**src/rtl/if_fetch_unit_pkg.sv**
```systemverilog
// Shared types and constants for the instruction fetch unit and its skid buffer.
package if_fetch_unit_pkg;
  localparam int WORD_WIDTH = 32;
  localparam logic [WORD_WIDTH-1:0] RESET_PC_DEFAULT = 32'h0000_0000;

  typedef enum logic [1:0] {IDLE, FETCH, STALL, DRAIN} fetch_state_e;

  // Redirect targets are always word aligned.
  function automatic logic [WORD_WIDTH-1:0] word_align(input logic [WORD_WIDTH-1:0] a);
    return {a[WORD_WIDTH-1:2], 2'b00};
  endfunction
endpackage

```
**src/rtl/if_skid_buffer.sv**
```systemverilog
// One-entry holding slot for a word fetched while decode was frozen.
module if_skid_buffer
  import if_fetch_unit_pkg::*;
(
  input  logic                  clk,
  input  logic                  rst,
  input  logic                  load_i,
  input  logic                  unload_i,
  input  logic                  clear_i,
  input  logic [WORD_WIDTH-1:0] data_i,
  input  logic [WORD_WIDTH-1:0] pc_i,
  output logic [WORD_WIDTH-1:0] data_o,
  output logic [WORD_WIDTH-1:0] pc_o,
  output logic                  valid_o
);
  logic [WORD_WIDTH-1:0] data_q, pc_q;
  logic                  valid_q;

  always_ff @(posedge clk) begin
    if (!rst) begin
      data_q  <= '0;
      pc_q    <= '0;
      valid_q <= 1'b0;
    end else if (clear_i || unload_i) begin
      valid_q <= 1'b0;
    end else if (load_i) begin
      data_q  <= data_i;
      pc_q    <= pc_i;
      valid_q <= 1'b1;
    end
  end

  assign data_o  = data_q;
  assign pc_o    = pc_q;
  assign valid_o = valid_q;
endmodule

```
**src/rtl/if_fetch_unit.sv**
```systemverilog
// Instruction fetch: one outstanding memory read, freeze handling via a skid slot,
// and branch redirects that drain any in-flight request before refetching.
module if_fetch_unit
  import if_fetch_unit_pkg::*;
#(
  parameter logic [WORD_WIDTH-1:0] RESET_PC = RESET_PC_DEFAULT
) (
  input  logic                  clk,
  input  logic                  rst,
  input  logic                  freeze,
  input  logic                  branch_taken,
  input  logic [WORD_WIDTH-1:0] branch_addr,
  output logic                  mem_req,
  output logic [WORD_WIDTH-1:0] mem_addr,
  input  logic                  mem_ack,
  input  logic [WORD_WIDTH-1:0] mem_rdata,
  output logic [WORD_WIDTH-1:0] instruction_out,
  output logic [WORD_WIDTH-1:0] pc_out,
  output logic                  valid_out
);
  fetch_state_e          state_q;
  logic [WORD_WIDTH-1:0] pc_q, drain_addr_q, instr_q, pc_out_q;
  logic                  valid_q;
  logic [WORD_WIDTH-1:0] pc_plus4, br_target;
  logic                  skid_load, skid_unload;
  logic [WORD_WIDTH-1:0] skid_data, skid_pc;
  logic                  skid_valid;

  assign pc_plus4  = pc_q + 32'd4;
  assign br_target = word_align(branch_addr);

  always_comb begin
    skid_load   = 1'b0;
    skid_unload = 1'b0;
    if (!branch_taken) begin
      skid_load   = (state_q == FETCH) && mem_ack && freeze;
      skid_unload = (state_q == STALL) && !freeze && skid_valid;
    end
  end

  if_skid_buffer u_skid (
    .clk      (clk),
    .rst      (rst),
    .load_i   (skid_load),
    .unload_i (skid_unload),
    .clear_i  (branch_taken),
    .data_i   (mem_rdata),
    .pc_i     (pc_plus4),
    .data_o   (skid_data),
    .pc_o     (skid_pc),
    .valid_o  (skid_valid)
  );

  always_ff @(posedge clk) begin
    if (!rst) begin
      state_q      <= IDLE;
      pc_q         <= RESET_PC;
      drain_addr_q <= '0;
      instr_q      <= '0;
      pc_out_q     <= '0;
      valid_q      <= 1'b0;
    end else begin
      case (state_q)
        IDLE: begin
          state_q <= FETCH;
          if (branch_taken) begin
            pc_q    <= br_target;
            valid_q <= 1'b0;
          end
        end
        FETCH: begin
          if (branch_taken) begin
            pc_q    <= br_target;
            valid_q <= 1'b0;
            // Request still in flight: its address must stay on the bus until acked.
            if (!mem_ack) begin
              drain_addr_q <= pc_q;
              state_q      <= DRAIN;
            end
          end else if (mem_ack && !freeze) begin
            instr_q  <= mem_rdata;
            pc_out_q <= pc_plus4;
            valid_q  <= 1'b1;
            pc_q     <= pc_plus4;
          end else if (mem_ack) begin
            pc_q    <= pc_plus4;
            state_q <= STALL;
          end else if (!freeze) begin
            valid_q <= 1'b0;
          end
        end
        STALL: begin
          if (branch_taken) begin
            pc_q    <= br_target;
            valid_q <= 1'b0;
            state_q <= FETCH;
          end else if (skid_unload) begin
            instr_q  <= skid_data;
            pc_out_q <= skid_pc;
            valid_q  <= 1'b1;
            state_q  <= FETCH;
          end
        end
        DRAIN: begin
          valid_q <= 1'b0;
          if (branch_taken) pc_q <= br_target;
          if (mem_ack) state_q <= FETCH;
        end
        default: state_q <= IDLE;
      endcase
    end
  end

  assign mem_req         = (state_q == FETCH) || (state_q == DRAIN);
  assign mem_addr        = (state_q == DRAIN) ? drain_addr_q : pc_q;
  assign instruction_out = instr_q;
  assign pc_out          = pc_out_q;
  assign valid_out       = valid_q;
endmodule

```
**config.mk**
```make
export PLATFORM = sky130hd
export DESIGN_NAME = if_fetch_unit
export DESIGN_NICKNAME = d
export VERILOG_FILES = /design/src/rtl/if_fetch_unit_pkg.sv /design/src/rtl/if_skid_buffer.sv /design/src/rtl/if_fetch_unit.sv
export SDC_FILE = /design/constraint.sdc
export NUM_CORES = 1
export LEC_CHECK = 0
export BUFFER_PORTS_ARGS = -buffer_cell sky130_fd_sc_hd__buf_2
export CAP_MARGIN = 15
export CELL_PAD_IN_SITES_DETAIL_PLACEMENT = 2
export CELL_PAD_IN_SITES_GLOBAL_PLACEMENT = 2
export CORE_ASPECT_RATIO = 1.5
export CORE_MARGIN = 1
export CORE_UTILIZATION = 34
export DETAILED_ROUTE_END_ITERATION = 7
export HOLD_SLACK_MARGIN = 0.1
export PLACE_DENSITY = 0.87
export SLEW_MARGIN = 25
export SYNTH_ARGS = -nofsm -noshare
export SYNTH_HDL_FRONTEND = slang
export SYNTH_SLANG_ARGS = --single-unit
export TNS_END_PERCENT = 1
```
**constraint.sdc**
```tcl
create_clock -name clk -period 2.2 [get_ports clk]
set_clock_uncertainty 0.05 [all_clocks]
set_input_delay 0.11 -clock clk [delete_from_list [all_inputs] [get_ports clk]]
set_output_delay 0.11 -clock clk [all_outputs]
set_load 0.03 [all_outputs]
```
* After elaboration in Yosys (flattened, before gate mapping) *
Cells that the tools add are included.

word-level totals
  flip-flop bits (word level) = 196
  output and inout bits = 98
  word-level logic and storage cells = 82

operators by class
  $add $sub $neg = 1
  equality and inequality tests = 17
  muxes and demuxes = 34
  bitwise operators = 3
  reductions and logical operators = 18

operator list
  cell                   count
  $mux 32                13
  $pmux 32 s2            3
  $add 32x3->32 const B  1
  $mux 2                 7
  $ne 4x3->1 const B     3
  $reduce_and 5->1       2
  $mux 1                 9
  $ne 3x3->1 const B     3
  $ne 2x2->1 const B     4
  $pmux 2 s4             1
  $ne 2x1->1 const B     3
  $logic_and 1x1->1      5
  $eq 2x2->1 const B     2
  $pmux 1 s4             1
  $reduce_and 2->1       2
  $reduce_and 4->1       1
  $ne 3x2->1 const B     1
  $not 1->1              3
  $reduce_and 3->1       1
  $reduce_or 3->1        1
  $eq 2x1->1 const B     1
  $logic_not 2->1        1
  $logic_or 1x1->1       2
  $reduce_bool 2->1      1
  other kinds (2)        2

* Depth between registers and ports, before layout *
Gate-level depths: netlist (run 1).

  word-level depth = 7
  depth in mapped cells = 8
  mapped depth without buffers = 7

* Hierarchy *
Synthesis (run 1) repeated with hierarchy kept, for this count alone.

unflattened totals
  cell total of the unflattened synthesis = 1069
  area, all modules = 9301.4 um^2

modules (own cells, without submodules)
  module          times used  cells an instance  area each (um^2)  sequential area each (um^2)
  if_fetch_unit   1           788                6653.9            2542.4
  if_skid_buffer  1           281                2647.5            1301.2

* Worst setup path after synthesis (run 1) *
No wires, ideal clock.

  kind = reg2reg
  start point = register state_q[1]
  end point = register pc_q[24]
  setup time = 0.115 ns
  arrival = 1.806 ns
  data required time = 2.035 ns
  slack = 0.229 ns
  cell stages (with the launch flop) = 9
  path buffers = 1
  clock period less this slack = 1.971 ns
  cells stage by stage = dfxtp_1 -> inv_1 -> ha_1 -> buf_2 -> and2b_1 -> nor4_4 -> nand3_1 -> xnor2_1 -> o21ba_2

between the ends
  cells in the longest elaborated chain, start to end = 4

RTL lines
  element                                        RTL line             text
  start: declaration                             if_fetch_unit.sv:21  fetch_state_e state_q;
  start signal: assignment                       if_fetch_unit.sv:56  state_q <= IDLE;
  start signal: assignment                       if_fetch_unit.sv:65  state_q <= FETCH;
  start signal: assignment                       if_fetch_unit.sv:78  state_q <= DRAIN;
  $eq 2x2->1 or $logic_not 2->1 (tied branches)  if_fetch_unit.sv:63  case (state_q)
  $reduce_or 3->1 (no line)                      --
  $ne 2x1->1 (no line)                           --
  $reduce_and 2->1 (no line)                     --
  end signal: assignment                         if_fetch_unit.sv:67  pc_q <= br_target;
  end signal: assignment                         if_fetch_unit.sv:73  pc_q <= br_target;
  end signal: assignment                         if_fetch_unit.sv:84  pc_q <= pc_plus4;
  end: declaration                               if_fetch_unit.sv:22  logic [WORD_WIDTH-1:0] pc_q, drain_addr_q, instr_q, pc_out_q;

Parallel ways exist; a longest one is shown, timed or not.
A chain may end at the register's enable or synchronous reset.

* Worst setup path after layout (run 1) *
  start point = register state_q[0]
  end point = register instr_q[1] (netlist: instruction_out[1])

between the ends
  cells in the longest elaborated chain, start to end = 6

RTL lines
  element                          RTL line                                  text
  $eq 2x2->1                       if_fetch_unit.sv:37, if_fetch_unit.sv:63
  $logic_and 1x1->1 (2 in series)  if_fetch_unit.sv:37                       skid_unload = (state_q == STALL) && !freeze && skid_valid;
  $mux 1                           if_fetch_unit.sv:35                       if (!branch_taken) begin
  $ne 2x1->1 (no line)             --
  $reduce_and 5->1 (no line)       --
  end signal: assignment           if_fetch_unit.sv:81                       instr_q <= mem_rdata;
  end signal: assignment           if_fetch_unit.sv:98                       instr_q <= skid_data;
  end: declaration                 if_fetch_unit.sv:22

Parallel ways exist; a longest one is shown, timed or not.

==> out/results.ini, run 1 <==
[setup_path]
critPathSlowestCell = dfxtp_4
timing.critical_path.arrival_ps = 2610
critical_path_class = reg2reg
crit_family = compound AO/OA/AOI/OAI gates
regToRegEndpoint = instruction_out[1]
crit_fanout = 20
reg2reg_depth = 8
critPathBufInv = 3
cp_slowest_stage_delay_ps = 410
end_kind = register
path_cells = clkinvlp_4 -> ha_4 -> a21bo_2 -> a221oi_4 -> buf_12 -> buf_12 -> nor2_2 -> a211oi_2
reg2reg_from = state_q[0]
required_ps = 2520
start_kind = register
r2r_slack_ps = -90
crit_top_cell = buf_12

[route]
viasPerCell = 5.69
ant_nets = 0
vias = 9195
drt-wirelength-per-cell_um = 24.7
wl_met1_um = 14800
routed.top_layer = met4
route.met3.wl_um = 1690
met2_length_um = 21500
drt_wl_total_um = 40000
drt_pass1_iterations = 6
drt_iter0_markers = 436
drc_errors = 0

[floorplan]
dieHeight_um = 204
ioPinCount = 167
die-area_sq_um = 27900
coreArea_sq_um = 26600
die_x_um = 137
initial_utilization_pct = 34.8
fp-row-count = 73

[clock_network]
cts.sinks = 188
h-tree-depth = 4
cts_root_buffer = clkbuf_16
path_clk_slew_ps = 80
cts_made_buffers = 17
cts_tree = built
max-clock-path-buffers = 2
clkLatencyLatePin_ps = 470

[min_path]
hold_end = pc_q[8]
hold_path.startpoint = branch_addr[8]
worst_hold_path.num_cells = 5
min_path_type = in2reg

[yosys]
seq_area_frac_synth_pct = 40.7
synth_edf_count = 0
async_flop_share_pct = 0
synth-seq-cells = 188
avgSynthCellArea_sq_um = 8.78
netlist_instances = 1052
ys.flop_type = dfxtp_1
yosysWarnings = 0
yosysUniqueCellTypes = 80
synth_area_sq_um = 9240

[finish]
final_area_sq_um = 11900
final_util_pct = 44.8
nNetsFinal = 1342
layout_common_cells = dfxtp_1, nand2_1, buf_2
n_fill_cell = 2814
drive_above_1_share_pct = 32.1
layout_commonest_cell = dfxtp_1
insertedDiodeCount = 0
syn_to_final_growth_pct = 28.8

[placed_design]
place_congestion = 0.839
place_area_sq_um = 10600
port-buffer-count = 160
hpwl_um = 23000
detailedPlace.worstSlack_ps = 1.27

[sta]
setup_viol = 24
setup_tns_ps = -1020
drv_slew = 0
min_period_ps = 2290
finalCritPeriodShare_pct = 104
fmax_ghz = 0.437
max_slew_margin_pct = 59.4
rsz0062_at_grt = yes
hold_violations = 0
setup_ws_ps = -89.2
worst_pin_slew_ps = 609

[grt]
grtUsageTotal_pct = 29.1
antenna_found_initial = 0
overflow = 0
grt_pass1_vias = 10200
grt_pass1_wl_um = 60500
grt_max_degree = 67

[run]
drv_cap = 0

[pwr]
ir_drop_mv = 0.605
leakagePower_uw = 0.00460
report.power.total_uw = 9560
powerDensity_nw_per_um2 = 803

[run_status]
status = complete, but fails checks
violations = negative setup slack

## worst max-delay path by stage
stage | cells after the start | slack (ps) | start | to
floorplan | 8 | 230 | state_q[1] | pc_q[24]
global placement | 8 | 130 | state_q[0] | instruction_out[25]
detailed placement | 8 | 1 | state_q[0] | instruction_out[23]
CTS | 9 | 10 | state_q[0] | pc_out[25]
global route | 9 | -120 | state_q[0] | pc_out[20]
finish | 8 | -90 | state_q[0] | instruction_out[1]
## cell usage after synthesis, types with 3 or more instances
cell / instances / area, sq um
nand3_1: 42 / 210
o221ai_1: 6 / 52.6
nand2_1: 163 / 612
nand4_1: 9 / 56.3
a311oi_1: 4 / 35.0
dfxtp_1: 188 / 3760
o31ai_1: 3 / 22.5
nor4_1: 3 / 18.8
mux2i_1: 36 / 360
clkbuf_2: 3 / 15.0
nand4_2: 4 / 50.1
buf_2: 14 / 70.1
nor2_2: 35 / 219
ha_1: 6 / 75.1
nor3_1: 14 / 70.1
o21ba_2: 3 / 30.0
o21ai_0: 51 / 255
o22ai_1: 13 / 81.3
a31oi_1: 3 / 18.8
buf_1: 8 / 30.0
o21ai_1: 7 / 35.0
nand2b_1: 4 / 25.0
buf_6: 6 / 67.6
a211oi_2: 34 / 425
xor2_1: 19 / 166
clkbuf_1: 50 / 188
a211oi_1: 7 / 52.6
nor2_1: 44 / 165
inv_1: 12 / 45.0
mux2_2: 27 / 304
nor3_2: 4 / 40.0
o211ai_1: 4 / 30.0
and3_1: 14 / 87.6
nor4_4: 3 / 63.8
buf_12: 5 / 100
buf_4: 12 / 90.1
a21oi_1: 117 / 586
xnor2_1: 24 / 210
## through the flow
stage                     hold slack [ps]  instances
after global placement                311       1518
after global routing                  181       1616
after detailed placement              325       1518
after floorplan                       196       1055
after CTS                             113       1612
final                                 179       1616
## metal layers
| metal | vias to the layer above | GRT usage (%) |
|---|---|---|
| met5 | - | 0 |
| met4 | 0 | 18.2 |
| met1 | 4626 | 30.3 |
| li1 | 4099 | - |
| met2 | 333 | 52.7 |
| met3 | 137 | 5.61 |
## state kept, by name, summed over array words and instances (netlist names)
signal	flops
u_skid.pc_o	30
pc_out	30
valid_out	1
u_skid.data_o	32
drain_addr_q	30
instruction_out	32
pc_q	30
u_skid.valid_o	1
state_q	2
## area by class of cell
cell class | instances | area [sq um] | area share (%)
inverter | 13 | 55.1 | 0.462
clock buffer | 21 | 470 | 3.95
sequential | 188 | 3770 | 31.7
clock inverter | 10 | 115 | 0.967
tap | 337 | 422 | 3.54
timing repair buffer | 295 | 2190 | 18.4
multi-input combinational | 752 | 4880 | 41.0
## cells by family after synthesis
family,Yosys count,synth area share [%]
simple gates,364,20.2
mux,63,7.19
flops,188,40.7
fa+ha+maj,6,0.812
other cells,1,0.0406
compound gates,272,19.9
xor+xnor,43,4.08
buf+inv,115,7.14
## power breakdown
| group | internal (uW) | total (uW) | switching, uW |
|---|---|---|---|
| Combinational | 899 | 2450 | 1550 |
| Sequential | 3640 | 3870 | 226 |
| Clock | 1760 | 3240 | 1490 |
## worst reg2reg max path, stage by stage, from the launching register on
cell and delay (ps):
dfxtp_4 410, clkinvlp_4 140, ha_4 310, a21bo_2 240
a221oi_4 300, buf_12 210, buf_12 200, nor2_2 80
a211oi_2 260
## what timing repair did
item	CTS	global route
setup endpoints to repair	80	80
cloned	1	1
pin swaps	0	1
setup buffers	1	3
hold endpoints to repair	96	0
resized for setup	13	7
hold buffers	61	0
No activity file was read; power rests on OpenSTA's default activity.
==> run 2, diff against run 1 <==
- CORE_UTILIZATION: 34 -> 30
- PLACE_DENSITY: 0.87 -> 0.81
- SYNTH_HIERARCHICAL: not set -> 1
- clock period: 2.2 -> 2.04 ns (I/O delays scaled with it)
==> out/results.ini, run 2 <==
[clock_network]
clkLatencyLatePin_ps = 470  ; about the same
cts_root_buffer = clkbuf_16
max-clock-path-buffers = 2  ; unchanged
h-tree-depth = 4  ; unchanged
cts_made_buffers = 17  ; unchanged
cts_tree = built
path_clk_slew_ps = 80  ; about the same
cts.sinks = 192  ; +2.1%

[route]
drt-wirelength-per-cell_um = 22.6  ; -8.7%
vias = 9276  ; +0.88%
drt_wl_total_um = 39500  ; -1.2%
ant_nets = 0  ; unchanged
viasPerCell = 5.31  ; -6.7%
drc_errors = 0  ; unchanged
drt_pass1_iterations = 4  ; -2
drt_iter0_markers = 414  ; -5.0%

[yosys]
synth.most_common_cell = nand2_1
synth_top_area_share_pct = 41.3  ; +0.60 points
async_flop_share_pct = 0  ; unchanged
avgSynthCellArea_sq_um = 8.70  ; -0.95%
synthTopCellsByCount = nand2_1, dfxtp_1, mux2i_1
yosys.area.top_type = dfxtp_1
yosysUniqueCellTypes = 58  ; -28%
synth-seq-cells = 192  ; +2.1%
seq_area_frac_synth_pct = 41.3  ; +0.60 points
ys.flop_type = dfxtp_1
netlist_instances = 1069  ; +1.6%
synth_edf_count = 0  ; unchanged
synth.area.top_cells = dfxtp_1, mux2i_1, nand2_1, a211oi_1, mux2_2
synth_area_sq_um = 9300  ; +0.65%
yosysWarnings = 6  ; +6

[grt]
grt_max_degree = 117  ; +75%
grt_pass1_wl_um = 60000  ; -0.80%
antenna_found_initial = 0  ; unchanged
grtUsageTotal_pct = 24.7  ; -4.4 points
grt_pass1_vias = 10400  ; +1.6%
overflow = 0  ; unchanged

[setup_path]
end_kind = register
reg2reg_depth = 6  ; -2
crit_family = buffers and inverters
timing.critical_path.arrival_ps = 2440  ; -170 ps
crit_top_cell = buf_4
crit_cells = 9  ; +1
critical_path_class = in2reg
path_cells = dlygate4sd3_1 -> buf_2 -> buf_4 -> nor2b_1 -> buf_4 -> a22oi_1 -> o21ba_1 -> o21ai_0 -> a21oi_1
required_ps = 2320  ; -200 ps
critPathSlowestCell = dlygate4sd3_1
cp_slowest_stage_delay_ps = 530  ; +120 ps
start_kind = input port
crit_fanout = 14  ; -30%
critPathBufInv = 4  ; +1

[sta]
finalCritPeriodShare_pct = 106
setup_viol = 9  ; -63%
hold_slack_ps = 138  ; -41.1 ps
min_period_ps = 2160
setup_ws_ps = -120  ; -30.8 ps
setup_tns_ps = -279  ; +743 ps
max_slew_margin_pct = 53.7  ; -5.7 points
drv_slew = 0  ; unchanged
hold_violations = 0  ; unchanged
worst_pin_slew_ps = 694  ; +85.2 ps
fmax_ghz = 0.463
rsz0062_at_grt = yes

[floorplan]
ioPinCount = 167  ; unchanged
dieHeight_um = 218  ; +6.7%
initial_utilization_pct = 30.6  ; -4.1 points
die-area_sq_um = 31700  ; +14%
fp-row-count = 78  ; +6.8%
die_x_um = 146  ; +6.7%
coreArea_sq_um = 30400  ; +14%

[min_path]
min_path_type = in2reg
worst_hold_path.num_cells = 4  ; -1

[finish]
syn_to_final_growth_pct = 35.3
layout_commonest_cell = nand2_1
nNetsFinal = 1408  ; +4.9%
instances_no_fill = 1748  ; +8.2%
final_util_pct = 41.5  ; -3.3 points
drive_above_1_share_pct = 29.9  ; -2.3 points
layout_common_cells = nand2_1, dfxtp_1, buf_2

[placed_design]
placed_cells_incl_taps = 1644  ; +8.3%
detailedPlace.worstSlack_ps = -102  ; -103 ps
port-buffer-count = 162  ; +1.3%
place_congestion = 0.810  ; -3.4%
hpwl_um = 23900  ; +4.1%

[run_status]
status = complete, but fails checks
violations = negative setup slack

[run]
drv_cap = 0  ; unchanged

[pwr]
ir_drop_mv = 0.459  ; -24%
leakagePower_uw = 0.00496  ; +8.0%
powerDensity_nw_per_um2 = 864  ; +7.6%

[run 2: cell count changes after synthesis, moves of 27 or more]
cell,change
nand2_1,+55
a211oi_1,+36
nor2_2,-35
a21oi_1,-63
nor2_1,+27
a211oi_2,-34
mux2i_1,+64
[run 2: worst paths after layout]
path                                     start              to  slack [ps]
worst max-delay path              branch_taken        pc_q[24]        -120
worst min-delay path            branch_addr[3]         pc_q[3]         140
worst max register to register        pc_q[10]        pc_q[13]         -60
worst min register to register  u_skid/pc_o[7]  u_skid/pc_o[7]         410
[run 2: layer usage]
layer	routed length, um	track usage, %	part of all wire [%]
met1	15100	26.0	38
met2	21200	46.2	54
met3	1370	4.50	3.5
met4	1850	13.1	4.7
met5	0	0	0
[run 2: cell type report]
class | instances | area [sq um]
inverters | 17 | 70.1
multi-input cells | 764 | 5110
clock inverters | 14 | 121
clock buffers | 18 | 429
flip-flops and latches | 192 | 3850
fillers | 3275 | 17800
well taps | 400 | 500
repair buffers | 341 | 2510
diodes | 2 | 5.00
[run 2: metrics by stage]
step | instance area, sq um | total power [uW]
2_1_floorplan | 9310 | 6110
5_1_grt | 12600 | 11300
3_3_place_gp | 11100 | 7170
3_5_place_dp | 11100 | 7280
4_1_cts | 12400 | 10800
6_report | 12600 | 10900
[run 2: report_power, final]
part           leakage (uW)  switching (uW)  internal (uW)
logic               0.00313            2100           1190
registers           0.00157             208           4060
clock network      0.000267            1720           1600
total               0.00496            4020           6860
[run 2: what timing repair did]
item	4_1_cts	5_1_grt
pin swaps	2	1
setup buffers	4	3
hold endpoints to repair	96	0
resized for setup	27	43
hold buffers	63	0
endpoints found under the setup margin	107	191
cloned	0	0
[run 2: cell families (layout without fill, tap and decap cells)]
| kind of cell | Yosys count | in the layout | share of synthesized area [%] |
|---|---|---|---|
| xor gates and xnor gates | 44 | 44 | 4.14 |
| other | 1 | 6 | 0.0403 |
| muxes | 126 | 126 | 13.9 |
| AOI/OAI and AO/OA | 192 | 192 | 13.9 |
| buffers and inverters | 116 | 390 | 6.55 |
| DFF | 192 | 192 | 41.3 |
| and+or+nand+nor | 392 | 392 | 19.3 |
| adders and majority gates | 6 | 6 | 0.807 |
[run 2: worst register-to-register path, cell delays in order, from the launching register on]
cell,delay (ps)
dfxtp_1,380
and4_4,300
nand4_4,250
buf_4,250
nor2_1,160
xnor2_2,140
a221oi_1,430
